## config.mk

```make
export PLATFORM = sky130hd
export DESIGN_NAME = button_event_classifier
export DESIGN_NICKNAME = d
export VERILOG_FILES = /design/src/rtl/button_event_classifier.sv
export SDC_FILE = /design/constraint.sdc
export NUM_CORES = 1
export LEC_CHECK = 0
export BUFFER_PORTS_ARGS = -buffer_cell sky130_fd_sc_hd__buf_4
export CAP_MARGIN = 20
export CORE_ASPECT_RATIO = 1.2
export CORE_UTILIZATION = 64
export DETAILED_ROUTE_END_ITERATION = 8
export GPL_TIMING_DRIVEN = 0
export PLACE_DENSITY = 0.84
export SLEW_MARGIN = 10
export SYNTH_ARGS = -nofsm -noshare
export SYNTH_HDL_FRONTEND = slang
export SYNTH_SLANG_ARGS = --single-unit
export TNS_END_PERCENT = 30
```

## constraint.sdc

```tcl
create_clock -name clk_i -period 7 [get_ports clk_i]
set_input_delay 0.7 -clock clk_i [delete_from_list [all_inputs] [get_ports clk_i]]
set_output_delay 0.7 -clock clk_i [all_outputs]
set_load 0.02 [all_outputs]
```

## src/rtl/button_event_classifier.sv

```systemverilog
// Classifies debounced button presses into short / long / double-click pulses,
// with a held level and a wrapping event counter. Define BEC_REPEAT_EN for auto-repeat.
module button_event_classifier #(
    parameter int ClkFreq     = 100_000_000,
    parameter int LongPressMs = 1000,
    parameter int DoubleGapMs = 300,
    parameter int RepeatMs    = 200
) (
    input  logic       clk_i,
    input  logic       rst_i,
    input  logic       db_level_i,
    output logic       short_o,
    output logic       long_o,
    output logic       double_o,
    output logic       repeat_o,
    output logic       held_o,
    output logic [7:0] event_cnt_o
);

    localparam int P        = ClkFreq / 1000;
    localparam int PS_W     = (P > 1) ? $clog2(P) : 1;
    localparam int BASE_MAX = (LongPressMs > DoubleGapMs) ? LongPressMs : DoubleGapMs;
`ifdef BEC_REPEAT_EN
    localparam int MS_MAX   = (RepeatMs > BASE_MAX) ? RepeatMs : BASE_MAX;
`else
    localparam int MS_MAX   = BASE_MAX;
`endif
    localparam int MS_W     = $clog2(MS_MAX + 1);

    localparam logic [PS_W-1:0] PS_LAST  = PS_W'(P - 1);
    localparam logic [MS_W-1:0] MS_SAT   = '1;
    // Thresholds are matched one ms early, on the prescaler wrap that would reach them,
    // so the registered pulse lands exactly on the threshold cycle.
    localparam logic [MS_W-1:0] LONG_PRE = MS_W'(LongPressMs - 1);
    localparam logic [MS_W-1:0] GAP_PRE  = MS_W'(DoubleGapMs - 1);
`ifdef BEC_REPEAT_EN
    localparam logic [MS_W-1:0] REP_PRE  = MS_W'(RepeatMs - 1);
`endif

    if (ClkFreq < 1000 || (ClkFreq % 1000) != 0 || LongPressMs < 1 ||
        DoubleGapMs < 1 || RepeatMs < 1) begin : g_bad_param
        $error("button_event_classifier: illegal parameter value");
    end

    typedef enum logic [2:0] {
        S_IDLE,
        S_PRESSED,
        S_LONG_HELD,
        S_WAIT_SECOND,
        S_SECOND_PRESSED
    } state_t;

    state_t          state_reg, state_next;
    logic            lvl_reg;
    logic [PS_W-1:0] presc_reg, presc_next;
    logic [MS_W-1:0] ms_reg, ms_next;
    logic            short_reg, short_next;
    logic            long_reg, long_next;
    logic            double_reg, double_next;
    logic            held_reg, held_next;
    logic [7:0]      cnt_reg, cnt_next;
`ifdef BEC_REPEAT_EN
    logic            repeat_reg, repeat_next;
`endif

    logic rise, fall, tick, restart;

    always_ff @(posedge clk_i or posedge rst_i) begin
        if (rst_i) begin
            state_reg  <= S_IDLE;
            lvl_reg    <= 1'b1;
            presc_reg  <= '0;
            ms_reg     <= '0;
            short_reg  <= 1'b0;
            long_reg   <= 1'b0;
            double_reg <= 1'b0;
            held_reg   <= 1'b0;
            cnt_reg    <= '0;
`ifdef BEC_REPEAT_EN
            repeat_reg <= 1'b0;
`endif
        end else begin
            state_reg  <= state_next;
            lvl_reg    <= db_level_i;
            presc_reg  <= presc_next;
            ms_reg     <= ms_next;
            short_reg  <= short_next;
            long_reg   <= long_next;
            double_reg <= double_next;
            held_reg   <= held_next;
            cnt_reg    <= cnt_next;
`ifdef BEC_REPEAT_EN
            repeat_reg <= repeat_next;
`endif
        end
    end

    always_comb begin
        rise        = db_level_i & ~lvl_reg;
        fall        = ~db_level_i & lvl_reg;
        tick        = (presc_reg == PS_LAST);
        state_next  = state_reg;
        restart     = 1'b0;
        short_next  = 1'b0;
        long_next   = 1'b0;
        double_next = 1'b0;
`ifdef BEC_REPEAT_EN
        repeat_next = 1'b0;
`endif

        // Edges are tested before thresholds so an edge wins a same-cycle tie.
        case (state_reg)
            S_IDLE: begin
                if (rise) state_next = S_PRESSED;
            end
            S_PRESSED: begin
                if (fall) begin
                    state_next = S_WAIT_SECOND;
                end else if (tick && ms_reg == LONG_PRE) begin
                    state_next = S_LONG_HELD;
                    long_next  = 1'b1;
                end
            end
            S_LONG_HELD: begin
                if (fall) begin
                    state_next = S_IDLE;
                end
`ifdef BEC_REPEAT_EN
                else if (tick && ms_reg == REP_PRE) begin
                    repeat_next = 1'b1;
                    restart     = 1'b1;
                end
`endif
            end
            S_WAIT_SECOND: begin
                if (rise) begin
                    state_next  = S_SECOND_PRESSED;
                    double_next = 1'b1;
                end else if (tick && ms_reg == GAP_PRE) begin
                    state_next = S_IDLE;
                    short_next = 1'b1;
                end
            end
            S_SECOND_PRESSED: begin
                if (fall) state_next = S_IDLE;
            end
            default: state_next = S_IDLE;
        endcase

        if (state_next != state_reg) restart = 1'b1;

        if (restart) begin
            presc_next = '0;
            ms_next    = '0;
        end else if (tick) begin
            presc_next = '0;
            ms_next    = (ms_reg == MS_SAT) ? ms_reg : ms_reg + MS_W'(1);
        end else begin
            presc_next = presc_reg + PS_W'(1);
            ms_next    = ms_reg;
        end

        held_next = (state_next == S_LONG_HELD);
        cnt_next  = cnt_reg + {7'd0, short_next | long_next | double_next};
    end

    assign short_o     = short_reg;
    assign long_o      = long_reg;
    assign double_o    = double_reg;
    assign held_o      = held_reg;
    assign event_cnt_o = cnt_reg;
`ifdef BEC_REPEAT_EN
    assign repeat_o    = repeat_reg;
`else
    assign repeat_o    = 1'b0;
`endif

endmodule

```

==> impl_metrics.xml <==
<?xml version="1.0" encoding="UTF-8"?>
<metrics>
  <group name="status">
    <metric name="status" unit="">finished with violations</metric>
    <metric name="failed_checks" unit="">design-rule violations</metric>
  </group>
  <group name="yosys">
    <metric name="synth.net_count" unit="">225</metric>
    <metric name="yosys_top_cell_by_area" unit="">sky130_fd_sc_hd__dfrtp_1</metric>
    <metric name="sequential_element_share_of_the_synthesized_area" unit="">0.464</metric>
    <metric name="yosys_register_bits" unit="">43</metric>
    <metric name="post_synth_num_cell_types" unit="">46</metric>
    <metric name="cells_after_synth" unit="">218</metric>
    <metric name="synth_top_area_frac" unit="">0.452</metric>
    <metric name="main_area_contributors_after_synthesis" unit="">sky130_fd_sc_hd__dfrtp_1 45%, sky130_fd_sc_hd__nor3_2 8.6%, sky130_fd_sc_hd__xnor2_1 6.8%, sky130_fd_sc_hd__xor2_1 4.5%, sky130_fd_sc_hd__nand3_1 2.6%</metric>
    <metric name="syn_avg_cell_area" unit="um^2">10.7</metric>
    <metric name="synth-warning-count" unit="">0</metric>
    <metric name="mappedNetlistArea" unit="um^2">2320</metric>
  </group>
  <group name="routing">
    <metric name="num_vias" unit="">1665</metric>
    <metric name="wirelength" unit="um">4350</metric>
    <metric name="drc" unit="">6</metric>
    <metric name="drt_pre_antenna_iters" unit="">6</metric>
    <metric name="post_drt_via_cell_ratio" unit="">5.99</metric>
    <metric name="route.detailed.wl_per_inst" unit="um">15.6</metric>
    <metric name="dr.first_iter.drc_count" unit="">59</metric>
    <metric name="antenna_violating_nets_post_route" unit="">0</metric>
  </group>
  <group name="worst_setup_path">
    <metric name="critical_path.slowest_cell" unit="">sky130_fd_sc_hd__or4_4</metric>
    <metric name="worstPathCellList" unit="">ha_1 -&gt; and3b_1 -&gt; nand4_2 -&gt; or4_4 -&gt; nor4_1 -&gt; or3_1 -&gt; ha_1 -&gt; ha_1 -&gt; nand3_1 -&gt; nor2_1 -&gt; xor2_1</metric>
    <metric name="critical_path.most_common_cell" unit="">sky130_fd_sc_hd__ha_1</metric>
    <metric name="required" unit="ns">7.22</metric>
    <metric name="timing_worst_setup_path_type" unit="">register to register</metric>
    <metric name="worst_setup_path_end_kind" unit="">register</metric>
    <metric name="path_max_fanout" unit="">5</metric>
    <metric name="worstPathArrival" unit="ns">3.16</metric>
    <metric name="timing.critical_path.slowest_cell_delay" unit="ns">0.59</metric>
    <metric name="critPathLaunchType" unit="">register</metric>
  </group>
  <group name="final_layout">
    <metric name="insertedDiodeCount" unit="">0</metric>
    <metric name="final_cell_mix" unit="">42 x sky130_fd_sc_hd__dfrtp_1, 20 x sky130_fd_sc_hd__nor3_2, 18 x sky130_fd_sc_hd__xnor2_1</metric>
    <metric name="finish.cell_count_without_fillers" unit="">278</metric>
    <metric name="drive_gt1_frac" unit="">0.237</metric>
    <metric name="area_delta_synth_final" unit="%">11.4</metric>
    <metric name="final_net_count" unit="">247</metric>
    <metric name="layout.cells.most_common" unit="">sky130_fd_sc_hd__dfrtp_1</metric>
    <metric name="largest_reg_flops" unit="">17</metric>
  </group>
  <group name="timing">
    <metric name="clock_skew" unit="ns">0.00622</metric>
    <metric name="slew_headroom" unit="">0.551</metric>
    <metric name="timing.fmax" unit="MHz">340</metric>
    <metric name="tightestPinTransition" unit="ns">0.674</metric>
    <metric name="final_max_slew_viol_count" unit="">0</metric>
    <metric name="post-route-period-util" unit="">0.421</metric>
    <metric name="setup_viol" unit="">0</metric>
    <metric name="setup_repair_after_global_routing_missed_its_margin" unit="">false</metric>
    <metric name="finalWorstPathRequiredPeriod" unit="ns">2.95</metric>
    <metric name="final-hold-violation-count" unit="">0</metric>
    <metric name="timing.setup.tns" unit="ns">0</metric>
  </group>
  <group name="global_route">
    <metric name="globalRoute.totalOverflow" unit="">0</metric>
    <metric name="first_pass_grt_wire_length" unit="um">7450</metric>
    <metric name="first_global_vias" unit="">1655</metric>
    <metric name="grt_max_degree" unit="">30</metric>
    <metric name="global_routing_usage_summed_across_all_routing_layers" unit="">0.254</metric>
    <metric name="initial_antenna_violation_count" unit="">0</metric>
  </group>
  <group name="floorplan">
    <metric name="dieHeight" unit="um">68.0</metric>
    <metric name="io-pin-count" unit="">16</metric>
    <metric name="fp.dieArea" unit="um^2">3880</metric>
    <metric name="floorplan.die.width" unit="um">57.0</metric>
    <metric name="fp.coreArea" unit="um^2">3400</metric>
    <metric name="floorplan.rows" unit="">23</metric>
    <metric name="initial_utilization" unit="">0.684</metric>
  </group>
  <group name="flow_run">
    <metric name="maxCapViolations" unit="">0</metric>
  </group>
  <group name="cts">
    <metric name="worst_skew_pair.late_latency" unit="ns">0.30</metric>
    <metric name="cts_resized" unit="">0</metric>
    <metric name="cts.repair_timing.setup_buffer_count" unit="">0</metric>
    <metric name="h-tree-depth" unit="">2</metric>
    <metric name="number_of_sinks_handled_by_clock_tree_synthesis" unit="">43</metric>
    <metric name="cts-root-buf" unit="">sky130_fd_sc_hd__clkbuf_8</metric>
    <metric name="cts.reportedPaths.clkPinSlew" unit="ns">0.09</metric>
    <metric name="maximum_number_of_buffers_from_clock_root_to_sink" unit="">2</metric>
    <metric name="total_clock_buffers_created_by_cts" unit="">5</metric>
    <metric name="postCtsHoldBufs" unit="">0</metric>
    <metric name="tritoncts" unit="">done</metric>
  </group>
  <group name="worst_hold_path">
    <metric name="worst_hold_path_type" unit="">primary input to asynchronous set/reset pin</metric>
  </group>
  <group name="power_and_ir_drop">
    <metric name="powerDensity" unit="nW/um^2">281</metric>
    <metric name="p_seq_frac" unit="">0.414</metric>
    <metric name="internal_power" unit="uW">456</metric>
    <metric name="power.switching" unit="uW">271</metric>
    <metric name="sw_share" unit="">0.373</metric>
    <metric name="peak_supply_drop" unit="mV">0.363</metric>
    <metric name="p_leak" unit="uW">0.00111</metric>
    <metric name="share_comb_of_total_power" unit="">0.362</metric>
    <metric name="fin_total_pwr" unit="uW">727</metric>
    <metric name="clock_power_share" unit="">0.224</metric>
  </group>
  <group name="place">
    <metric name="dp_hpwl" unit="um">3130</metric>
    <metric name="globalplace.congestion" unit="">0.874</metric>
    <metric name="place.port_buffers" unit="">14</metric>
    <metric name="placed_cells_incl_taps" unit="">270</metric>
  </group>
</metrics>
[cell type report]
class | count | area (um^2)
plain buffers | 10 | 81.3
clock buffers | 5 | 68.8
clock inverters | 3 | 23.8
fillers | 227 | 808
inverters | 5 | 18.8
multi-input cells | 160 | 1150
flip-flops and latches | 43 | 1080
well taps | 37 | 46.3
repair buffers | 15 | 125
[cells by family after synthesis]
kind of cell,count (synthesis),share of synthesized area
AOI/OAI and AO/OA,12,0.0361
xor gates and xnor gates,30,0.113
adders and majority gates,4,0.0215
buffers and inverters,15,0.0431
DFF,43,0.464
muxes,1,0.00431
other,1,0.00161
and+or+nand+nor,112,0.317
[synthesized netlist by cell type (all sizes together)]
cell type  number
a211o           1
a21o            2
a21oi           2
a221oi          1
and2            1
and3            1
and3b           2
and4            2
and4bb          2
buf             5
clkbuf          5
conb            1
dfrtp          42
dfstp           1
ha              4
inv             5
mux2i           1
nand2          14
nand2b          3
nand3          12
nand3b          2
nand4           5
nor2           16
nor2b           3
nor3           32
nor3b           1
nor4            5
nor4b           2
nor4bb          1
o21a            2
o21ai           4
or2             2
or2b            1
or3             3
or4             2
xnor2          18
xor2           12
[layer usage]
| metal | up-vias | GRT usage | wire length, um |
|---|---|---|---|
| met5 | - | 0 | 0 |
| met4 | 0 | 0.128 | 82 |
| li1 | 802 | - | - |
| met1 | 823 | 0.295 | 1840 |
| met2 | 31 | 0.453 | 2300 |
| met3 | 9 | 0.0491 | 130 |
[stage by stage]
step	util	setup slack [ns]	area (um^2)	hold WS [ns]
after global routing	0.762	3.74	2590	0.396
after global placement	0.729	4.16	2470	0.465
after CTS	0.762	4.01	2590	0.364
after floorplan	-	4.43	2320	0.461
final	0.762	4.05	2590	0.361
after detailed placement	0.735	4.06	2490	0.469
[worst paths after layout]
check,startpoint,to,slack (ns),depth (start not counted)
max in group asynchronous,rst_i,lvl_reg,6.11,3
max,ms_reg[0],event_cnt_o[6],4.05,11
min reg2reg,event_cnt_o[7],event_cnt_o[7],0.48,1
min in group clk_i,event_cnt_o[7],event_cnt_o[7],0.48,1
max reg2reg,ms_reg[0],event_cnt_o[6],4.05,11
min,rst_i,presc_reg[12],0.36,2
[power by group through the flow]
stage | sequential (uW) | clock (uW) | combinational, uW
after floorplan | 316 | 0 | 189
after global placement | 303 | 0 | 255
after detailed placement | 306 | 0 | 264
after CTS | 301 | 167 | 266
after global routing | 306 | 175 | 285
final | 301 | 163 | 263
[worst max-delay path, delay by kind of cell, from the launching register on]
family / cells / cell delay, ns
AND/OR/NAND/NOR: 7 / 1.62
flip-flops: 1 / 0.40
XOR/XNOR: 1 / 0.19
adder cells (fa/ha/maj): 3 / 0.64
No activity file was read; power rests on OpenSTA's default activity.
